File: config.mk
export PLATFORM = sky130hd
export DESIGN_NAME = control_unit
export DESIGN_NICKNAME = d
export VERILOG_FILES = /design/src/rtl/control_unit.sv
export SDC_FILE = /design/constraint.sdc
export NUM_CORES = 1
export LEC_CHECK = 0
export BUFFER_PORTS_ARGS = -buffer_cell sky130_fd_sc_hd__clkbuf_2
export CAP_MARGIN = 20
export CORE_MARGIN = 10
export CORE_UTILIZATION = 52
export DETAILED_ROUTE_END_ITERATION = 6
export PLACE_DENSITY = 0.88
export SYNTH_ARGS = -nofsm -noshare
export SYNTH_HDL_FRONTEND = slang
export SYNTH_SLANG_ARGS = --single-unit
File: constraint.sdc
create_clock -name clk -period 3.83 [get_ports clk]
set_input_delay 0.5745 -clock clk [delete_from_list [all_inputs] [get_ports clk]]
set_output_delay 0.5745 -clock clk [all_outputs]
set_load 0.1 [all_outputs]
File: src/rtl/control_unit.sv
// Multi-cycle instruction sequencer: fetches into an internal IR, decodes it and
// steers the datapath through ALU, shift, memory, branch and jump-and-link flows.
module control_unit #(
    parameter int unsigned WIDTH = 16
) (
    input  logic             clk,
    input  logic             reset,
    input  logic [WIDTH-1:0] memdata,
    input  logic             memReady,
    input  logic [7:0]       PSR,
    output logic             PCEN,
    output logic             PSREN,
    output logic             nextInstruction,
    output logic             updateAddress,
    output logic             StoreReg,
    output logic             WriteData,
    output logic             regWrite,
    output logic             ZeroExtend,
    output logic             PCinstruction,
    output logic             SrcB,
    output logic             shiftType,
    output logic             resultEn,
    output logic             immediateRegEN,
    output logic [3:0]       ALUcond,
    output logic             jumpEN,
    output logic             BranchEN,
    output logic             jalEN,
    output logic [1:0]       chooseResult,
    output logic             memWrite
);

    typedef enum logic [3:0] {
        S_FETCH, S_DECODE, S_ALU, S_SHIFT, S_WB, S_PCINC,
        S_LOAD, S_STORE, S_BRANCH, S_JCOND, S_JAL, S_JALWB
    } state_t;

    state_t           state;
    state_t           state_next;
    logic [WIDTH-1:0] ir;
    logic [3:0]       op;
    logic [3:0]       cnd;
    logic [3:0]       opext;
    logic             cond_true;
    logic             unused_bits;

    assign op    = ir[15:12];
    assign cnd   = ir[11:8];
    assign opext = ir[7:4];
    assign unused_bits = ^{PSR[4:3], PSR[1], ir[3:0], ir >> 16};

    // Instruction register, captured only on a completed fetch
    always_ff @(posedge clk or negedge reset) begin
        if (!reset) ir <= '0;
        else if (state == S_FETCH && memReady) ir <= memdata;
    end

    always_ff @(posedge clk or negedge reset) begin
        if (!reset) state <= S_FETCH;
        else        state <= state_next;
    end

    // Branch/jump condition evaluated against the registered flags
    always_comb begin
        cond_true = 1'b0;
        unique case (cnd)
            4'b0000: cond_true =  PSR[6];
            4'b0001: cond_true = !PSR[6];
            4'b0010: cond_true =  PSR[0];
            4'b0011: cond_true = !PSR[0];
            4'b0100: cond_true =  PSR[2];
            4'b0101: cond_true = !PSR[2];
            4'b0110: cond_true =  PSR[7];
            4'b0111: cond_true = !PSR[7];
            4'b1000: cond_true =  PSR[5];
            4'b1001: cond_true = !PSR[5];
            4'b1010: cond_true = !PSR[2] && !PSR[6];
            4'b1011: cond_true =  PSR[2] ||  PSR[6];
            4'b1100: cond_true = !PSR[7] && !PSR[6];
            4'b1101: cond_true =  PSR[7] ||  PSR[6];
            4'b1110: cond_true = 1'b1;
            default: cond_true = 1'b0;
        endcase
    end

    always_comb begin
        state_next = state;
        unique case (state)
            S_FETCH:  if (memReady) state_next = S_DECODE;
            S_DECODE: begin
                unique case (op)
                    4'b0000, 4'b0001, 4'b0010, 4'b0011,
                    4'b0101, 4'b0110, 4'b1001, 4'b1011: state_next = S_ALU;
                    4'b1000: state_next = S_SHIFT;
                    4'b1100: state_next = S_BRANCH;
                    4'b0100: begin
                        unique case (opext)
                            4'b0000: state_next = S_LOAD;
                            4'b0100: state_next = S_STORE;
                            4'b1000: state_next = S_JAL;
                            4'b1100: state_next = S_JCOND;
                            default: state_next = S_PCINC;
                        endcase
                    end
                    default: state_next = S_PCINC;
                endcase
            end
            S_ALU: begin
                // Compares only update flags, so they skip write-back
                if ((op == 4'b0000 && opext == 4'b1011) || op == 4'b1011) state_next = S_PCINC;
                else state_next = S_WB;
            end
            S_SHIFT:  state_next = S_WB;
            S_LOAD:   if (memReady) state_next = S_FETCH;
            S_JAL:    state_next = S_JALWB;
            default:  state_next = S_FETCH;
        endcase
    end

    // Moore outputs; reset masks everything except the PC-sourced address select
    always_comb begin
        PCEN = 1'b0; PSREN = 1'b0; nextInstruction = 1'b0; updateAddress = 1'b0;
        StoreReg = 1'b0; WriteData = 1'b0; regWrite = 1'b0; ZeroExtend = 1'b0;
        PCinstruction = 1'b0; SrcB = 1'b0; shiftType = 1'b0; resultEn = 1'b0;
        immediateRegEN = 1'b0; ALUcond = 4'b0000; jumpEN = 1'b0; BranchEN = 1'b0;
        jalEN = 1'b0; chooseResult = 2'b00; memWrite = 1'b0;
        if (!reset) begin
            updateAddress = 1'b1;
        end else begin
            unique case (state)
                S_FETCH: begin
                    updateAddress   = 1'b1;
                    nextInstruction = memReady;
                end
                S_DECODE: begin
                    immediateRegEN = 1'b1;
                    ZeroExtend     = (op == 4'b0001) || (op == 4'b0010) || (op == 4'b0011);
                end
                S_ALU: begin
                    ALUcond      = (op == 4'b0000) ? opext : op;
                    SrcB         = (op == 4'b0000);
                    resultEn     = 1'b1;
                    chooseResult = 2'b01;
                    PSREN        = 1'b1;
                end
                S_SHIFT: begin
                    resultEn  = 1'b1;
                    shiftType = ir[4];
                    SrcB      = (opext == 4'b0100);
                end
                S_WB: begin
                    regWrite  = 1'b1;
                    WriteData = 1'b1;
                    PCEN      = 1'b1;
                end
                S_PCINC: PCEN = 1'b1;
                S_LOAD: begin
                    regWrite = memReady;
                    PCEN     = memReady;
                end
                S_STORE: begin
                    StoreReg = 1'b1;
                    memWrite = 1'b1;
                    PCEN     = 1'b1;
                end
                S_BRANCH: begin
                    PCinstruction = 1'b1;
                    BranchEN      = cond_true;
                    PCEN          = 1'b1;
                end
                S_JCOND: begin
                    SrcB   = 1'b1;
                    jumpEN = cond_true;
                    PCEN   = 1'b1;
                end
                S_JAL: begin
                    jalEN        = 1'b1;
                    jumpEN       = 1'b1;
                    SrcB         = 1'b1;
                    chooseResult = 2'b11;
                    resultEn     = 1'b1;
                    PCEN         = 1'b1;
                end
                S_JALWB: begin
                    regWrite  = 1'b1;
                    WriteData = 1'b1;
                end
                default: ;
            endcase
        end
    end

endmodule

======== After elaboration in Yosys (flattened, before gate mapping) ========
Index checks and enable logic that the tools add are counted.
word-level totals
  flip-flop bits (word level) ............. 20
  output and inout bits ................... 23
operators by class
  equal/unequal tests ..................... 41
  mux-type cells .......................... 44
  reductions and logical operators ........ 24
operators by type and width
  kind                count
  $eq 4x4->1 const B  18
  $eq 4x3->1 const B  12
  $pmux 4 s4          2
  $mux 1              29
  $eq 4x2->1 const B  6
  $pmux 4 s6          1
  $mux 4              5
  $logic_not 4->1     4
  $pmux 1 s15         1
  $eq 4x1->1 const B  3
  $reduce_or 8->1     1
  $pmux 1 s2          3
  $reduce_or 6->1     1
  $logic_not 1->1     5
  $logic_or 1x1->1    5
  $logic_and 1x1->1   4
  $ne 2x2->1 const B  2
  $pmux 2 s2          1
  $reduce_or 2->1     2
  $pmux 1 s3          1
  $reduce_or 3->1     1
  $mux 2              1
  $reduce_and 2->1    1

======== Longest topological paths before layout ========
  depth in word-level cells ............... 5
  mapped depth ............................ 6
  mapped depth without buffers ............ 5

======== Worst setup path before layout ========
Ideal clock, no wire load.
  kind .................................... register -> output
  start point ............................. reg state[3]
  end point ............................... out SrcB
  arrival ................................. 5.527 ns
  data required time ...................... 3.256 ns
  path slack .............................. -2.271 ns
  stages on the path, launching flop included .. 4
  buffers on the path ..................... 1
  cells stage by stage .................... dfrtp_1 clkbuf_1 nand2_1 a2111oi_0
between the ends
  longest elaborated chain between the ends .. 4
  elaborated cells between the ends (all ways) .. 7
  classes of those cells .................. eq/ne: 4; mux: 2; reduce/logical: 1
ends and longest elaborated chain
  what                       RTL line  RTL
  start, declared            37        state_t state;
  start signal, assigned     59        else state <= state_next;
  $eq 4x4->1                 129       unique case (state)
  $reduce_or 2->1 (no line)  n/a
  $pmux 1 s3 *               129
  $mux 1 *                   126       if (!reset) begin
  end, declared              20        output logic SrcB,
Every way passes the cells marked *; elsewhere a longest branch is shown, timed or not.

======== Final worst setup path ========
  start point ............................. reg ir[10]
  end point ............................... out jumpEN
between the ends
  longest elaborated chain between the ends .. 4
  elaborated cells between the ends (all ways) .. 18
  classes of those cells .................. eq/ne: 14; mux: 3; reduce/logical: 1
ends and longest elaborated chain
  what                                      RTL line  RTL
  start, declared                           39        logic [WIDTH-1:0] ir;
  start signal, assigned                    54        else if (state == S_FETCH && memReady) ir <= memdata;
  $eq 4x4->1, or another cell as far along  65        unique case (cnd)
  $pmux 1 s15 *                             65
  $pmux 1 s2 *                              129
  $mux 1 *                                  126
  end, declared                             25        output logic jumpEN,
Marked as above.

==> impl_results.md <==
* Status: completed
* Total congestion overflow at 0
* Clk_skew at 0.00592 ns
* Syn_nets at 191
* Core area at 2430 sq um
* Worst Path Arrival at 2.27 ns
* Crit Path Max Fanout at 8
* H-tree Lvls at 1
* # port buffers at 42
* Drt pass-1 iters at 4
* Global-route wire length before repair at 5.78 mm
* GPL Wtd Cong at 0.889
* CTS tree: built
* R2r setup slk at 2.19 ns
* Leakage at 0.723 nW
* Area growth syn-to-layout at 19.3%
* Critical register-to-register path startpoint: state[3]$_DFFE_PN0P_
* Vias/cell at 5.86
* N_diodes at 0
* Fraction of registers with async set/reset at 100%
* Remaining routing DRC violations at 0
* Worst setup EP type: output pin
* Final Setup Violations at 0
* CTS sink count at 16
* Cells after Synth at 164
* Largest net degree at the start of global routing at 25
* Fin. max-slew vios at 0
* ANT nets after route at 0
* Worst-path clk slew at 0.10 ns
* Placed Cells at 224
* Clock insertion delay at the later pin of the skew report at 0.30 ns
* Post-CTS Resized at 0
* DIE AREA at 4880 sq um
* IO Count at 50
* Capturing point of the worst reg2reg path: ir[8]$_DFFE_PN0P_
* Fillers at 245
* Relative slew slack at 63.4%
* Kind of critical path: register to output pin
* Share of cells above drive strength 1 at 34.8%
* Syn avg cell area at 7.88 sq um
* Setup TNS at 0 ns
* Synth warnings at 0
* Final nets at 226
* Period utilization at 74.4%
* EDFF count, synth at 0
* Main synth FF type: dfrtp_1
* Initial Util at 53.1%
* Share of Yosys cell area claimed by the top area cell type at 31.0%
* Worst-Margin Slew at 0.551 ns
* Min cycle time layout at 2.85 ns
* Vias at 1337
* Largest area contributor in the netlist: dfrtp_1
* Layout Cells excl Fill at 228
* Clock root cell: clkbuf_4
* VDD IR-drop max at 0.564 mV
* CTS buffer count at 3
* Max Fclk at 351 MHz
* Worst Setup EP: jumpEN
* Synth Cell Area at 1290 sq um
* DPL Wire Length at 2.61 mm
* Most numerous cell in the Yosys netlist: nor2_1
* Crit path required time at 3.26 ns
* Yosys reg bits at 16
* Setup crit start: ir[10]$_DFFE_PN0P_
* Drt wl/cell at 15.0 um
* Reg2Reg Depth at 4
* DRT iter0 DRCs at 110
* Die height at 69.9 um
* Startpoint types: register
* Synth area leaders: dfrtp_1 31%, mux2_2 10%, nor2_1 7.3%
* Max Root-Sink Buffers at 2
* Post-CTS Hold Buffers at 0
* Gr usage total at 13.8%
* Site Rows at 18
* Power Dens Cells at 830 nW/um^2
* Maxcap violations at 0
* RSZ-0062 raised after global routing: no
* Routed WL at 3.41 mm
* Vias in the first global route at 1265
* Initial antenna violation count at 0
* Final Hold Viols at 0
* Post-CTS Setup Inserts at 0
* HP Class: input pin to async pin
* Seq/Total Area, Yosys at 31.0%
* Top cells by count, synth: 25 x nor2_1, 16 x dfrtp_1, 13 x nand2_1
* Synth cell types at 45
* Chip width at 69.9 um
## report_power, final
group / leakage, nW / switching (mW) / total [mW] / internal (mW)
registers: 0.194 / 0.186 / 0.432 / 0.246
clock network: 0.0210 / 0.0574 / 0.115 / 0.0580
logic: 0.508 / 0.452 / 0.731 / 0.279
total: 0.723 / 0.696 / 1.28 / 0.583
## cell families after synthesis
group                     synth area share [%]
AOI/OAI and AO/OA                         21.3
xor gates and xnor gates                  1.36
buffers and inverters                     7.84
DFF                                       31.0
muxes                                     11.2
and+or+nand+nor                           27.3
## layout make-up
cell class,count,area [sq um],share of cell area [%]
timing repair buffer,43,218,14.1
clock buffer,4,36.3,2.35
tap,30,37.5,2.44
inverter,9,33.8,2.19
sequential,16,400,26.0
multi-input combinational,126,816,52.9
## sequential cells by signal, indices dropped and copies added, names as in the netlist
name and flops:
state 4, ir 12
## placed cells by master (no fill, tap or decap), types with 2 or more instances in the layout
cell type   n
and3_1      2
nor3b_1     2
clkbuf_4    3
nor3_1      4
o21ai_0    10
o211ai_1    2
and2_1      2
clkbuf_2   42
nor3_2      2
nand2_1    13
nand2b_1    3
nor2_1     25
a31oi_1     4
o22ai_1     4
a211oi_1    2
nand3_1     4
a21oi_1     8
nor2b_1     2
inv_1       9
mux2_2     12
or3_1       2
dfrtp_1    16
## worst max-delay path, stage by stage, from the launching register on
cell and delay [ns]:
dfrtp_1 0.48, nand2b_4 0.18, and3_4 0.16, o311a_1 0.33, nor4_2 0.30, o22ai_1 0.14
clkbuf_2 0.39
## how the worst min path moves through the flow
stage	start	to	slack (ns)	depth (start not counted)
6_report	reset	ir[14]$_DFFE_PN0P_	0.23	1
5_1_grt	reset	ir[13]$_DFFE_PN0P_	0.27	1
4_1_cts	reset	ir[14]$_DFFE_PN0P_	0.24	1
3_5_place_dp	reset	ir[14]$_DFFE_PN0P_	0.57	1
3_3_place_gp	state[2]$_DFFE_PN0P_	state[0]$_DFFE_PN0P_	0.55	1
2_1_floorplan	reset	ir[10]$_DFFE_PN0P_	0.28	0
## per-layer routing
| layer | vias to the layer above | track usage [%] | share of wire (%) |
|---|---|---|---|
| li1 | 655 | - | - |
| met1 | 626 | 15.1 | 40 |
| met2 | 50 | 23.0 | 48 |
| met3 | 6 | 5.79 | 10 |
| met4 | 0 | 5.70 | 1.7 |
| met5 | - | 0 | 0 |
## through the flow
step	total power [mW]	hold WS, ns	instance area, sq um	setup slack (ns)	util [%]
2_1_floorplan	1.03	0.279	1320	0.234	-
3_3_place_gp	1.14	0.550	1510	1.10	61.9
3_5_place_dp	1.16	0.567	1510	1.09	61.9
4_1_cts	1.28	0.240	1540	0.950	63.4
5_1_grt	1.38	0.272	1540	0.831	63.4
6_report	1.28	0.232	1540	0.981	63.4
Note: power is estimated with default switching activity, not from simulation.
